==> config.mk <==
export PLATFORM = sky130hd
export DESIGN_NAME = fetch_pc_ctrl
export DESIGN_NICKNAME = d
export VERILOG_FILES = /design/src/rtl/fetch_pc_ctrl.sv
export SDC_FILE = /design/constraint.sdc
export NUM_CORES = 1
export LEC_CHECK = 0
export BUFFER_PORTS_ARGS = -buffer_cell sky130_fd_sc_hd__buf_4
export CAP_MARGIN = 20
export CORE_MARGIN = 2
export CORE_UTILIZATION = 40
export CTS_CLUSTER_DIAMETER = 200
export CTS_CLUSTER_SIZE = 25
export DETAILED_ROUTE_END_ITERATION = 7
export GPL_TIMING_DRIVEN = 0
export HOLD_SLACK_MARGIN = 0.06
export PLACE_DENSITY_LB_ADDON = 0.1
export SYNTH_ARGS = -nofsm -noshare
export SYNTH_HDL_FRONTEND = slang
export SYNTH_SLANG_ARGS = --single-unit
==> constraint.sdc <==
create_clock -name clk -period 3.2 [get_ports clk]
set_input_delay 0.48 -clock clk [delete_from_list [all_inputs] [get_ports clk]]
set_output_delay 0.48 -clock clk [all_outputs]
set_load 0.1 [all_outputs]
==> src/rtl/fetch_pc_ctrl.sv <==
// Instruction-fetch front end: owns the fetch PC, keeps one imem request in
// flight and buffers the returned instruction (or fault) in a single decode slot.
module fetch_pc_ctrl #(
  parameter int                    ADDR_WIDTH = 64,
  parameter int                    INST_WIDTH = 32,
  parameter logic [ADDR_WIDTH-1:0] BOOT_ADDR  = 64'h0000_0000_8000_0000
) (
  input  logic                  clk,
  input  logic                  rst,
  output logic                  imem_req_valid,
  input  logic                  imem_req_ready,
  output logic [ADDR_WIDTH-1:0] imem_req_addr,
  input  logic                  imem_rsp_valid,
  input  logic [INST_WIDTH-1:0] imem_rsp_data,
  input  logic                  imem_rsp_err,
  input  logic                  redirect_valid,
  input  logic [ADDR_WIDTH-1:0] redirect_pc,
  output logic                  if_valid,
  input  logic                  if_ready,
  output logic [ADDR_WIDTH-1:0] if_pc,
  output logic [INST_WIDTH-1:0] if_inst,
  output logic                  if_fault,
  output logic [1:0]            dbg_state
);

  // Handshakes: a transfer happens on a rising clk edge where valid and ready are
  // both high; valid never depends on ready; payload holds while valid && !ready,
  // except that a redirect may retarget a request memory has not accepted yet.

  typedef enum logic [1:0] {
    ST_REQ  = 2'd0,
    ST_WAIT = 2'd1,
    ST_IDLE = 2'd2
  } state_t;

  state_t                state;
  logic [ADDR_WIDTH-1:0] pc;
  logic                  kill;
  logic                  slot_free;
  logic                  pc_aligned;
  logic                  req_fire;
  logic [ADDR_WIDTH-1:0] pc_seq;

  assign slot_free      = !if_valid || if_ready;
  assign pc_aligned     = (pc[1:0] == 2'b00);
  assign imem_req_valid = rst && (state == ST_REQ) && slot_free && pc_aligned;
  assign imem_req_addr  = pc;
  assign req_fire       = imem_req_valid && imem_req_ready;
  assign pc_seq         = pc + ADDR_WIDTH'(4);
  assign dbg_state      = state;

  always_ff @(posedge clk) begin
    if (!rst) begin
      state    <= ST_REQ;
      pc       <= BOOT_ADDR;
      kill     <= 1'b0;
      if_valid <= 1'b0;
      if_pc    <= BOOT_ADDR;
      if_inst  <= '0;
      if_fault <= 1'b0;
    end else begin
      if (if_valid && if_ready) begin
        if_valid <= 1'b0;
      end
      if (redirect_valid) begin
        pc       <= redirect_pc;
        if_valid <= 1'b0;
        // An accepted old-PC request still owes a response; park in WAIT to drop it.
        case (state)
          ST_REQ: begin
            if (req_fire) begin
              state <= ST_WAIT;
              kill  <= 1'b1;
            end
          end
          ST_WAIT: begin
            if (imem_rsp_valid) begin
              state <= ST_REQ;
            end else begin
              kill <= 1'b1;
            end
          end
          default: state <= ST_REQ;
        endcase
      end else begin
        case (state)
          ST_REQ: begin
            if (req_fire) begin
              state <= ST_WAIT;
              kill  <= 1'b0;
            end else if (!pc_aligned && slot_free) begin
              if_valid <= 1'b1;
              if_pc    <= pc;
              if_inst  <= '0;
              if_fault <= 1'b1;
              state    <= ST_IDLE;
            end
          end
          ST_WAIT: begin
            if (imem_rsp_valid) begin
              if (kill) begin
                state <= ST_REQ;
              end else if (imem_rsp_err) begin
                if_valid <= 1'b1;
                if_pc    <= pc;
                if_inst  <= '0;
                if_fault <= 1'b1;
                state    <= ST_IDLE;
              end else begin
                if_valid <= 1'b1;
                if_pc    <= pc;
                if_inst  <= imem_rsp_data;
                if_fault <= 1'b0;
                pc       <= pc_seq;
                state    <= ST_REQ;
              end
            end
          end
          default: ;
        endcase
      end
    end
  end

endmodule

==> results of run 1 <==
==> metal layers <==
layer,track usage [%],share of wire (%)
met1,33.11,47
met2,39.21,45
met3,5.836,5.9
met4,6.552,1.6
met5,0,0
==> timing repair <==
item,4_1_cts,5_1_grt
gates resized for setup,0,2
setup endpoints to repair,0,1
hold buffers,0,0
==> power by group through the flow <==
| stage | combinational, W | sequential [W] | clock [W] |
|---|---|---|---|
| floorplan | 0.000276 | 0.00290 | 0 |
| global placement | 0.00123 | 0.00230 | 0 |
| detailed placement | 0.00124 | 0.00230 | 0 |
| CTS | 0.00124 | 0.00226 | 0.00212 |
| global route | 0.00129 | 0.00227 | 0.00222 |
| finish | 0.00124 | 0.00226 | 0.00208 |
==> final timing paths <==
check                 endpoint  slack, ns  depth (start not counted)
hold / removal    dbg_state[1]       0.26                          2
setup reg to reg     if_pc[55]       0.41                          9
hold reg to reg      if_pc[46]       0.46                          2
setup / recovery     if_pc[55]       0.41                          9
==> stage by stage <==
step	power [W]	hold slack [ns]
floorplan	0.003176	0.5029
global placement	0.003535	0.4501
detailed placement	0.003540	0.4575
CTS	0.005617	0.2434
global route	0.005779	0.2493
finish	0.005569	0.2591
==> cell type report <==
type                    instances  share of cell area [%]
clock buffers                  19                   4.371
inverters                      13                  0.4815
multi-input cells             634                   36.29
well taps                     229                   2.828
clock inverters                13                   1.469
plain buffers                  58                   2.210
repair buffers                267                   19.76
flip-flops and latches        165                   32.60
==> worst max-delay path: stages (launching register included) <==
cell	delay (ns)
dfxtp_1	0.32
nor2b_1	0.33
nor3_1	0.12
a21oi_1	0.16
or3_1	0.12
clkbuf_1	0.52
clkbuf_2	0.40
clkbuf_1	0.44
nand2_1	0.09
a21boi_0	0.19
==> synthesized netlist by cell type (2+ instances only) <==
| cell type | instances |
|---|---|
| xnor2_1 | 44 |
| inv_1 | 13 |
| nor4_2 | 3 |
| nand3_1 | 42 |
| nor2_1 | 23 |
| nand4_1 | 18 |
| o21ai_0 | 54 |
| xor2_1 | 14 |
| and2_1 | 8 |
| o211a_1 | 5 |
| or3_1 | 2 |
| nand4_2 | 2 |
| and3_1 | 8 |
| a21oi_1 | 48 |
| o311a_1 | 2 |
| clkbuf_1 | 51 |
| a21boi_0 | 76 |
| a22oi_1 | 20 |
| a31oi_1 | 2 |
| nor4_1 | 9 |
| buf_2 | 4 |
| buf_1 | 3 |
| nor3_1 | 22 |
| nor2b_1 | 25 |
| nand2_1 | 180 |
| and4_1 | 3 |
| mux2i_1 | 4 |
| dfxtp_1 | 165 |
| or2_2 | 3 |
| nand2b_1 | 4 |
==> sequential cells by signal, indices dropped and copies added (netlist names) <==
signal / cells
if_inst: 32
if_pc: 64
if_fault: 1
imem_req_addr: 64
if_valid: 1
kill: 1
dbg_state: 2
==> cell usage in the layout, fill, tap and decap left out, types with 5 or more instances in the layout <==
cell type | synthesis | final
a21boi_0 | 76 | 76
clkbuf_1 | 51 | 51
a21oi_1 | 48 | 48
buf_4 | 0 | 266
buf_2 | 4 | 5
and3_1 | 8 | 8
a22oi_1 | 20 | 20
o211a_1 | 5 | 5
nand4_1 | 18 | 18
o21ai_0 | 54 | 54
nor2_1 | 23 | 23
and2_1 | 8 | 8
xnor2_1 | 44 | 44
xor2_1 | 14 | 14
nor4_1 | 9 | 9
inv_1 | 13 | 13
nand3_1 | 42 | 42
nor2b_1 | 25 | 25
nor3_1 | 22 | 21
clkbuf_16 | 0 | 17
dfxtp_1 | 165 | 165
nand2_1 | 180 | 180
==> kinds of logic (layout without fill, tap and decap cells) <==
logic type	count (synthesis)	in the layout	share of synthesized area [%]
DFF	165	165	45.62
buffers and inverters	71	370	3.750
AOI/OAI and AO/OA	213	213	18.82
muxes	4	4	0.5530
xor gates and xnor gates	58	58	7.016
and+or+nand+nor	358	358	24.07
adders and majority gates	1	1	0.1728
==> flow_summary_export.csv, run 1 <==
group,metric,value,unit
die,die_x,138.5,um
setup_path,crit_start,"if_valid",
synth,ys.flop_type,"dfxtp_1",
routing,wirelength,23.85,mm
final_layout,antennaDiodeCount,0,
synth,synth_cell_type_count,43,
setup_path,crit_required,3.55,ns
power,ir_worst_vdd,0.3802,mV
synth,ys_top_cells_by_area,"dfxtp_1, nand2_1, a21boi_0",
clocking,clk_path_buf_depth,2,
setup_path,cp-start-kind,"register",
routing,drc_errors,0,
routing,first_pass_iters,4,
power,p_switching,0.001928,W
timing,max_slew.worst_pin.slew,0.9370,ns
timing,skew,0.007914,ns
timing,tns,0,ns
clocking,cts_tree,"yes",
final_layout,design_area,0.01013,sq mm
placed_design,io_buffers,266,
placed_design,place_inst,1366,
final_layout,final_util,56.80,%
clocking,clkTransAtPathRegs,0.07,ns
die,fp.coreArea,0.01784,sq mm
synth,ys_seq_area_share,45.62,%
setup_path,critPathArrivalTime,3.13,ns
routing,vias,7075,
die,num_io_pins,268,
synth,syn-mean-instance-area,8.323,sq um
power,clockPowerShare,37.3,%
run_status,outcome,"finished, final reports clean",
setup_path,crit_path_max_fanout,10,
power,leakagePower,3.972,nW
setup_path,endpoint_kind,"register",
routing,ant_nets,0,
final_layout,area_growth_syn_to_layout,39.95,%
synth,synth_area,0.007241,sq mm
timing,min_period_over_period,87.09,%
clocking,cts_sinks,165,
timing,setup_slack,0.4132,ns
synth,ys_ff_latch,165,
die,die-area,0.01919,sq mm
run,maxCapViolations,0,
grt,grt_antenna_before_repair,0,
die,rows,49,
synth,yosysTopAreaCell,"dfxtp_1",
final_layout,multi_input_area,0.003677,sq mm
hold_path,min_from,"imem_req_ready",
die,die_h,138.5,um
timing,hold_viol_final,0,
routing,avgViaCountPerCell,5.061,
synth,synthArstFlopShare,0,%
placed_design,placed_cell_area,0.009540,sq mm
setup_path,rr_startpoint,"if_valid",
final_layout,ff_latch_area,0.003303,sq mm
clocking,clk_latency,0.43,ns
clocking,cts-htree-levels,4,
timing,rsz0062_at_grt,"no",
timing,min_period,2.787,ns
power,internal_power,0.003641,W
grt,grt_max_degree,17,
synth,syn_inst,870,
clocking,root_buffer,"clkbuf_16",
grt,grt.overflow.total,0,
timing,setup_viol,0,
routing,post_drt_wl_per_cell,17.06,um
power,power.density,549.5,mW/mm^2
grt,grt_pass1_vias,6740,
final_layout,layout.nets,1260,
die,initial_core_util,40.58,%
timing,finalMaxSlewViolations,0,
synth,syn_nets,974,
timing,slew_headroom,37.53,%
routing,drtIter0Drc,348,
synth,synth-edff-count,0,
power,swShare,34.62,%
synth,synth_top_area_share,45.62,%
placed_design,gp_congestion,0.8082,
final_layout,fill_cells,1682,
placed_design,hpwl,17.94,mm
final_layout,drive_above_1_share,27.20,%
setup_path,crit_type,"reg -> reg",
grt,track_usage,24.41,%
power,pwr-share-seq,40.5,%
synth,yosysWarnings,0,
clocking,cts_buffers,17,
placed_design,dp_slack,-0.004826,ns
clocking,postCtsSetupRepairBufs,0,
final_layout,instances_no_fill,1398,
timing,max_freq,358.8,MHz
grt,grt_pass1_wl,37.45,mm
power,p_comb_share,22.2,%
hold_path,hold_path.class,"in -> reg",
No activity file was read; power rests on OpenSTA's default activity.
==> run 2: changes to the inputs <==
--- a/config.mk
+++ b/config.mk
@@ -8,7 +8,7 @@
 export BUFFER_PORTS_ARGS = -buffer_cell sky130_fd_sc_hd__buf_4
 export CAP_MARGIN = 20
 export CORE_MARGIN = 2
-export CORE_UTILIZATION = 40
+export CORE_UTILIZATION = 53
 export CTS_CLUSTER_DIAMETER = 200
 export CTS_CLUSTER_SIZE = 25
 export DETAILED_ROUTE_END_ITERATION = 7
==> run 2 against run 1 <==
  * Count of clock-buffer cells in the layout increased by 5
  * Flip-flop and latch count unchanged
  * Worst hold slack better by 0.016 ns
  * Critical path depth did not move
  * Via count grew 3.1%
  * Combinational power about the same
  * Critical path type unchanged
  * Critical endpoint is now if_inst[30]
  * Highest routed layer unchanged
==> flow_summary_export.csv, run 2 (synthesis gave the netlist of run 1 again) <==
group,metric,value,unit
run_status,outcome,"finished, final reports clean",
placed_design,hpwl,16.79,mm
clocking,cts-htree-levels,4,
clocking,clk_path_buf_depth,2,
timing,hold_viol_final,0,
timing,finalMaxSlewViolations,0,
setup_path,endpoint_kind,"register",
die,initial_core_util,54.46,%
power,leakagePower,3.939,nW
grt,grt_pass1_wl,35.44,mm
timing,min_period,2.815,ns
routing,avgViaCountPerCell,5.424,
setup_path,cp-start-kind,"register",
setup_path,cp_num_buf_inv,3,
die,die-area,0.01461,sq mm
grt,grt_pass1_vias,6815,
timing,setup_viol,0,
grt,track_usage,30.87,%
clocking,cts_hold_buf,0,
grt,grt.overflow.total,0,
timing,max_slew.worst_pin.slew,0.8559,ns
timing,skew,0.005539,ns
final_layout,final_common_cell,"buf_4",
power,power.density,539.8,mW/mm^2
routing,first_pass_iters,5,
setup_path,cp_top_family,"buffers and inverters",
final_layout,area_growth_syn_to_layout,38.45,%
routing,drc_errors,0,
timing,tns,0,ns
die,fp.coreArea,0.01330,sq mm
routing,vias,7295,
clocking,cts_sinks,165,
final_layout,layout.nets,1260,
placed_design,gp_congestion,0.8448,
final_layout,final_cell_mix,"buf_4, nand2_1, dfxtp_1, a21boi_0, clkbuf_1",
final_layout,antennaDiodeCount,0,
run,maxCapViolations,0,
clocking,root_buffer,"clkbuf_16",
grt,grt_max_degree,17,
setup_path,critPathArrivalTime,3.17,ns
routing,drtIter0Drc,577,
setup_path,path_cells,"nor2b_1 > nor3_1 > a21oi_1 > or3_1 > clkbuf_1 > clkbuf_1 > clkbuf_1 > nand2_1 > a21boi_0",
power,ir_worst_vdd,0.2879,mV
clocking,cts_buffers,17,
power,total_power,0.005411,W
die,die_h,120.9,um
timing,rsz0062_at_grt,"no",
placed_design,io_buffers,266,
hold_path,hold_path.class,"in -> reg",
routing,wirelength,22.63,mm
routing,post_drt_wl_per_cell,16.83,um
clocking,postCtsSetupRepairBufs,0,
setup_path,ff2ff_setup_slack,0.38,ns
die,die_x,120.9,um
setup_path,crit_type,"reg -> reg",
setup_path,crit_required,3.55,ns
grt,grt_antenna_before_repair,0,
timing,max_freq,355.2,MHz
setup_path,cpMostUsedCell,"clkbuf_1",
final_layout,final_util,75.40,%
setup_path,crit_path_max_fanout,10,
final_layout,drive_above_1_share,26.78,%
timing,min_period_over_period,87.98,%
clocking,clk_latency,0.43,ns
clocking,cts_tree,"yes",
clocking,cts-resized-gates,0,
routing,ant_nets,0,
clocking,clkTransAtPathRegs,0.06,ns
timing,slew_headroom,42.73,%
setup_path,slowest_stage,"clkbuf_1",
die,num_io_pins,268,
setup_path,max_stage_delay,0.49,ns
die,rows,42,
==> run 2: cell types whose count changed in the layout (fill, tap and decap cells not counted), moves of 2 or more <==
cell and change:
clkinvlp_4 +2, inv_8 -2, clkbuf_1 +5, clkinv_4 -2, inv_6 -2
==> run 2: area by class of cell <==
class / count / area, sq um
repair buffers: 267 / 2004
well taps: 176 / 220.2
plain buffers: 58 / 222.7
flip-flops and latches: 165 / 3303
inverters: 13 / 48.80
clock buffers: 24 / 471.7
multi-input cells: 634 / 3677
fillers: 1087 / 3271
clock inverters: 8 / 76.32
==> run 2: metrics by stage <==
stage,setup slack (ns),area [sq um],hold WS [ns],instances
floorplan,0.1683,7252,0.5029,870
global placement,-0.01265,9469,0.4497,1312
detailed placement,0.1388,9477,0.4551,1313
CTS,0.3775,10020,0.2693,1345
global route,0.1022,10020,0.2827,1345
finish,0.3846,10020,0.2751,1345
==> run 2: where the power goes <==
group          total, W  internal [W]  switching [W]
logic           0.00123      0.000313       0.000922
clock network   0.00192       0.00111       0.000811
registers       0.00226       0.00214       0.000114
==> run 2: routing by layer <==
metal	vias up	wire length (um)	GRT usage (%)
met2	280	10840	51.76
met1	3411	9421	38.83
li1	3564	-	-
met3	40	1923	7.331
met4	0	441	10.68
met5	-	0	0
==> run 2: final timing paths <==
kind | startpoint | depth (start not counted) | end
worst min-delay path | redirect_pc[2] | 2 | imem_req_addr[2]
worst max-delay path | if_valid | 9 | if_inst[30]
worst min register to register | if_inst[23] | 2 | if_inst[23]
worst max register to register | if_valid | 9 | if_inst[30]
==> run 3: changes to the inputs <==
--- a/config.mk
+++ b/config.mk
@@ -5,10 +5,11 @@
 export SDC_FILE = /design/constraint.sdc
 export NUM_CORES = 1
 export LEC_CHECK = 0
+export ABC_AREA = 1
 export BUFFER_PORTS_ARGS = -buffer_cell sky130_fd_sc_hd__buf_4
 export CAP_MARGIN = 20
 export CORE_MARGIN = 2
-export CORE_UTILIZATION = 53
+export CORE_UTILIZATION = 55
 export CTS_CLUSTER_DIAMETER = 200
 export CTS_CLUSTER_SIZE = 25
 export DETAILED_ROUTE_END_ITERATION = 7
==> run 3 against run 2 <==
  * Synthesized area rose by 13%
  * Clock skew rose by 0.0079 ns
  * Critical path depth fell by 5
  * Cell area rose by 9.8%
  * Sequential power rose by 5%
  * Worst hold slack got worse by 0.0045 ns
  * Via count rose by 35%
  * Flip-flop and latch count did not move
  * Global-route usage rose by 10 points
  * Highest routed layer unchanged
  * First-iteration DRC count rose by 110%
==> flow_summary_export.csv, run 3 <==
group,metric,value,unit
setup_path,critPathArrivalTime,1.79,ns
grt,grt_pass1_wl,50.70,mm
clocking,postCtsSetupRepairBufs,0,
final_layout,area_growth_syn_to_layout,34.34,%
grt,grt_antenna_before_repair,0,
clocking,cts-htree-levels,4,
synth,synth_compound_area_share,16.71,%
placed_design,dp_slack,0.8238,ns
run_status,outcome,"finished, final reports clean",
die,initial_core_util,56.36,%
synth,synth-xor-area-share,2.352,%
die,die-area,0.01589,sq mm
routing,post_drt_wl_per_cell,19.81,um
final_layout,drive_above_1_share,25.32,%
final_layout,final_cell_mix,"buf_4, nand2_1, nor2_1, dfxtp_1, o21ai_0",
final_layout,antennaDiodeCount,0,
synth,synth_top_area_share,40.32,%
grt,grt_max_degree,17,
timing,setup_viol,0,
setup_path,crit_path_max_fanout,10,
setup_path,slowest_stage,"clkbuf_1",
power,clockPowerShare,32.1,%
timing,rsz0062_at_grt,"no",
power,pwr-share-seq,36.6,%
timing,slew_headroom,45.99,%
synth,synthArstFlopShare,0,%
hold_path,hold_path.class,"in -> reg",
synth,synth_area,0.008192,sq mm
synth,synth-edff-count,0,
setup_path,crit_required,2.72,ns
final_layout,instances_no_fill,1677,
power,leakagePower,4.852,nW
clocking,clk_latency,0.44,ns
routing,wl_met1,12.32,mm
setup_path,endpoint_kind,"output port",
synth,ys_top_cells_by_area,"dfxtp_1, nand2_1, nor2_1",
setup_path,critical_path_depth,4,
routing,first_pass_iters,8,
timing,min_period,2.272,ns
final_layout,layout.nets,1584,
synth,yosys-top-cells-count,"nand2_1, nor2_1, dfxtp_1",
clocking,cts-resized-gates,0,
die,die_h,126.0,um
timing,min_period_over_period,70.99,%
routing,dr_wl_met3,4.090,mm
power,ir_worst_vdd,0.3427,mV
routing,vias,9837,
clocking,clk_path_buf_depth,2,
timing,tns,0,ns
clocking,cts_buffers,17,
die,num_io_pins,268,
clocking,root_buffer,"clkbuf_16",
die,fp.coreArea,0.01453,sq mm
clocking,cts_tree,"yes",
synth,synthAdderAreaFrac,0.1527,%
power,p_switching,0.002696,W
clocking,cts_hold_buf,0,
synth,ys_seq_area_share,40.32,%
placed_design,io_buffers,265,
routing,ant_nets,0,
synth,ys.flop_type,"dfxtp_1",
power,swShare,41.60,%
placed_design,place_inst,1645,
final_layout,fill_cells,1117,
timing,skew,0.01346,ns
power,internal_power,0.003785,W
power,total_power,0.006481,W
placed_design,gp_congestion,1.020,
setup_path,rr_worst_depth,7,
setup_path,cp_top_family,"buffers and inverters",
setup_path,cp_num_buf_inv,3,
grt,grt.overflow.total,0,
final_layout,final_common_cell,"buf_4",
synth,syn_nets,1300,
run,maxCapViolations,0,
power,power.density,589.0,mW/mm^2
die,rows,44,
timing,max_freq,440.2,MHz
setup_path,cp-start-kind,"input port",
grt,track_usage,40.98,%
clocking,clkTransAtPathRegs,0.07,ns
synth,yosysTopAreaCell,"dfxtp_1",
timing,setup_slack,0.9282,ns
routing,wl_met2,15.00,mm
synth,yosysWarnings,0,
die,die_x,126.0,um
synth,synth.most_common_cell,"nand2_1",
timing,max_slew.worst_pin.slew,0.8102,ns
routing,drtIter0Drc,1185,
placed_design,hpwl,24.74,mm
setup_path,path_cells,"clkbuf_1 > inv_1 > nor2_1 > buf_4",
synth,syn-mean-instance-area,6.849,sq um
clocking,cts_sinks,165,
synth,ys_ff_latch,165,
synth,synthSimpleGateAreaFrac,33.85,%
routing,avgViaCountPerCell,5.866,
synth,synthMuxAreaShare,0,%
setup_path,crit_type,"in -> out",
routing,routed.top_layer,"met4",
routing,drc_errors,0,
timing,finalMaxSlewViolations,0,
grt,grt_pass1_vias,9493,
synth,synth_cell_type_count,40,
timing,hold_viol_final,0,
setup_path,max_stage_delay,0.55,ns
synth,syn_inst,1196,
power,p_comb_share,31.3,%
hold_path,worstHoldPathCells,3,
synth,synth_top_family_by_area,"simple AND/OR/NAND/NOR gates",
routing,wirelength,33.23,mm
[run 3: changes by cell type in the layout (fill, tap and decap cells not counted), sizes merged, moves of 30 or more]
cell and change:
inv +65, a21boi -75, a21oi +30, o21ai +37, nand2 +94, nor2 +240
[run 3: power by group through the flow]
stage	Clock [W]	Sequential, W	Combinational [W]
after floorplan	0	0.00347	0.000400
after global placement	0	0.00240	0.00198
after detailed placement	0	0.00241	0.00200
after CTS	0.00206	0.00236	0.00201
after global routing	0.00216	0.00239	0.00210
final	0.00208	0.00237	0.00203
[run 3: kinds of logic (layout without fill, tap and decap cells)]
| kind of cell | Yosys count | count (layout) |
|---|---|---|
| DFF | 165 | 165 |
| xor gates and xnor gates | 22 | 22 |
| adders and majority gates | 1 | 1 |
| and+or+nand+nor | 635 | 635 |
| buffers and inverters | 133 | 430 |
| AOI/OAI and AO/OA | 240 | 240 |
[run 3: worst paths after layout]
check                               startpoint          endpoint  slack, ns
worst min-delay path            redirect_pc[7]  imem_req_addr[7]       0.27
worst min register to register     if_inst[23]       if_inst[23]       0.47
worst max-delay path                       rst    imem_req_valid       0.93
worst max register to register    dbg_state[1]       if_inst[19]       1.08
[run 3: worst reg2reg max path, cell delays in order, from the launching register on]
cell	delay, ns
dfxtp_1	0.44
inv_2	0.08
nand2_2	0.10
o21ai_1	0.11
nor2_4	0.35
clkbuf_1	0.63
nand3_1	0.17
a21oi_1	0.17
[run 3: area by class of cell]
type	instances	area, sq um	area share, %
Multi-Input combinational cell	898	4347	39.50
Sequential cell	165	3303	30.02
Timing Repair Buffer	265	1989	18.08
Buffer	59	264.0	2.399
Inverter	74	277.8	2.524
Tap cell	184	230.2	2.092
Clock buffer	20	456.7	4.150
Clock inverter	12	136.4	1.239
[run 3: per-layer routing]
layer  global-route usage (%)  vias up
met1                    50.60     4520
met4                    22.88        0
li1                         -     4491
met2                    66.22      687
met5                        0        -
met3                    9.261      139
[run 3: stage by stage]
stage | util [%] | instance area [sq um] | hold slack [ns]
final | 75.71 | 11000 | 0.2706
after global routing | 75.71 | 11000 | 0.2907
after CTS | 75.71 | 11000 | 0.2735
after detailed placement | 71.63 | 10410 | 0.4528
after global placement | 71.63 | 10410 | 0.4463
after floorplan | - | 8192 | 0.4489
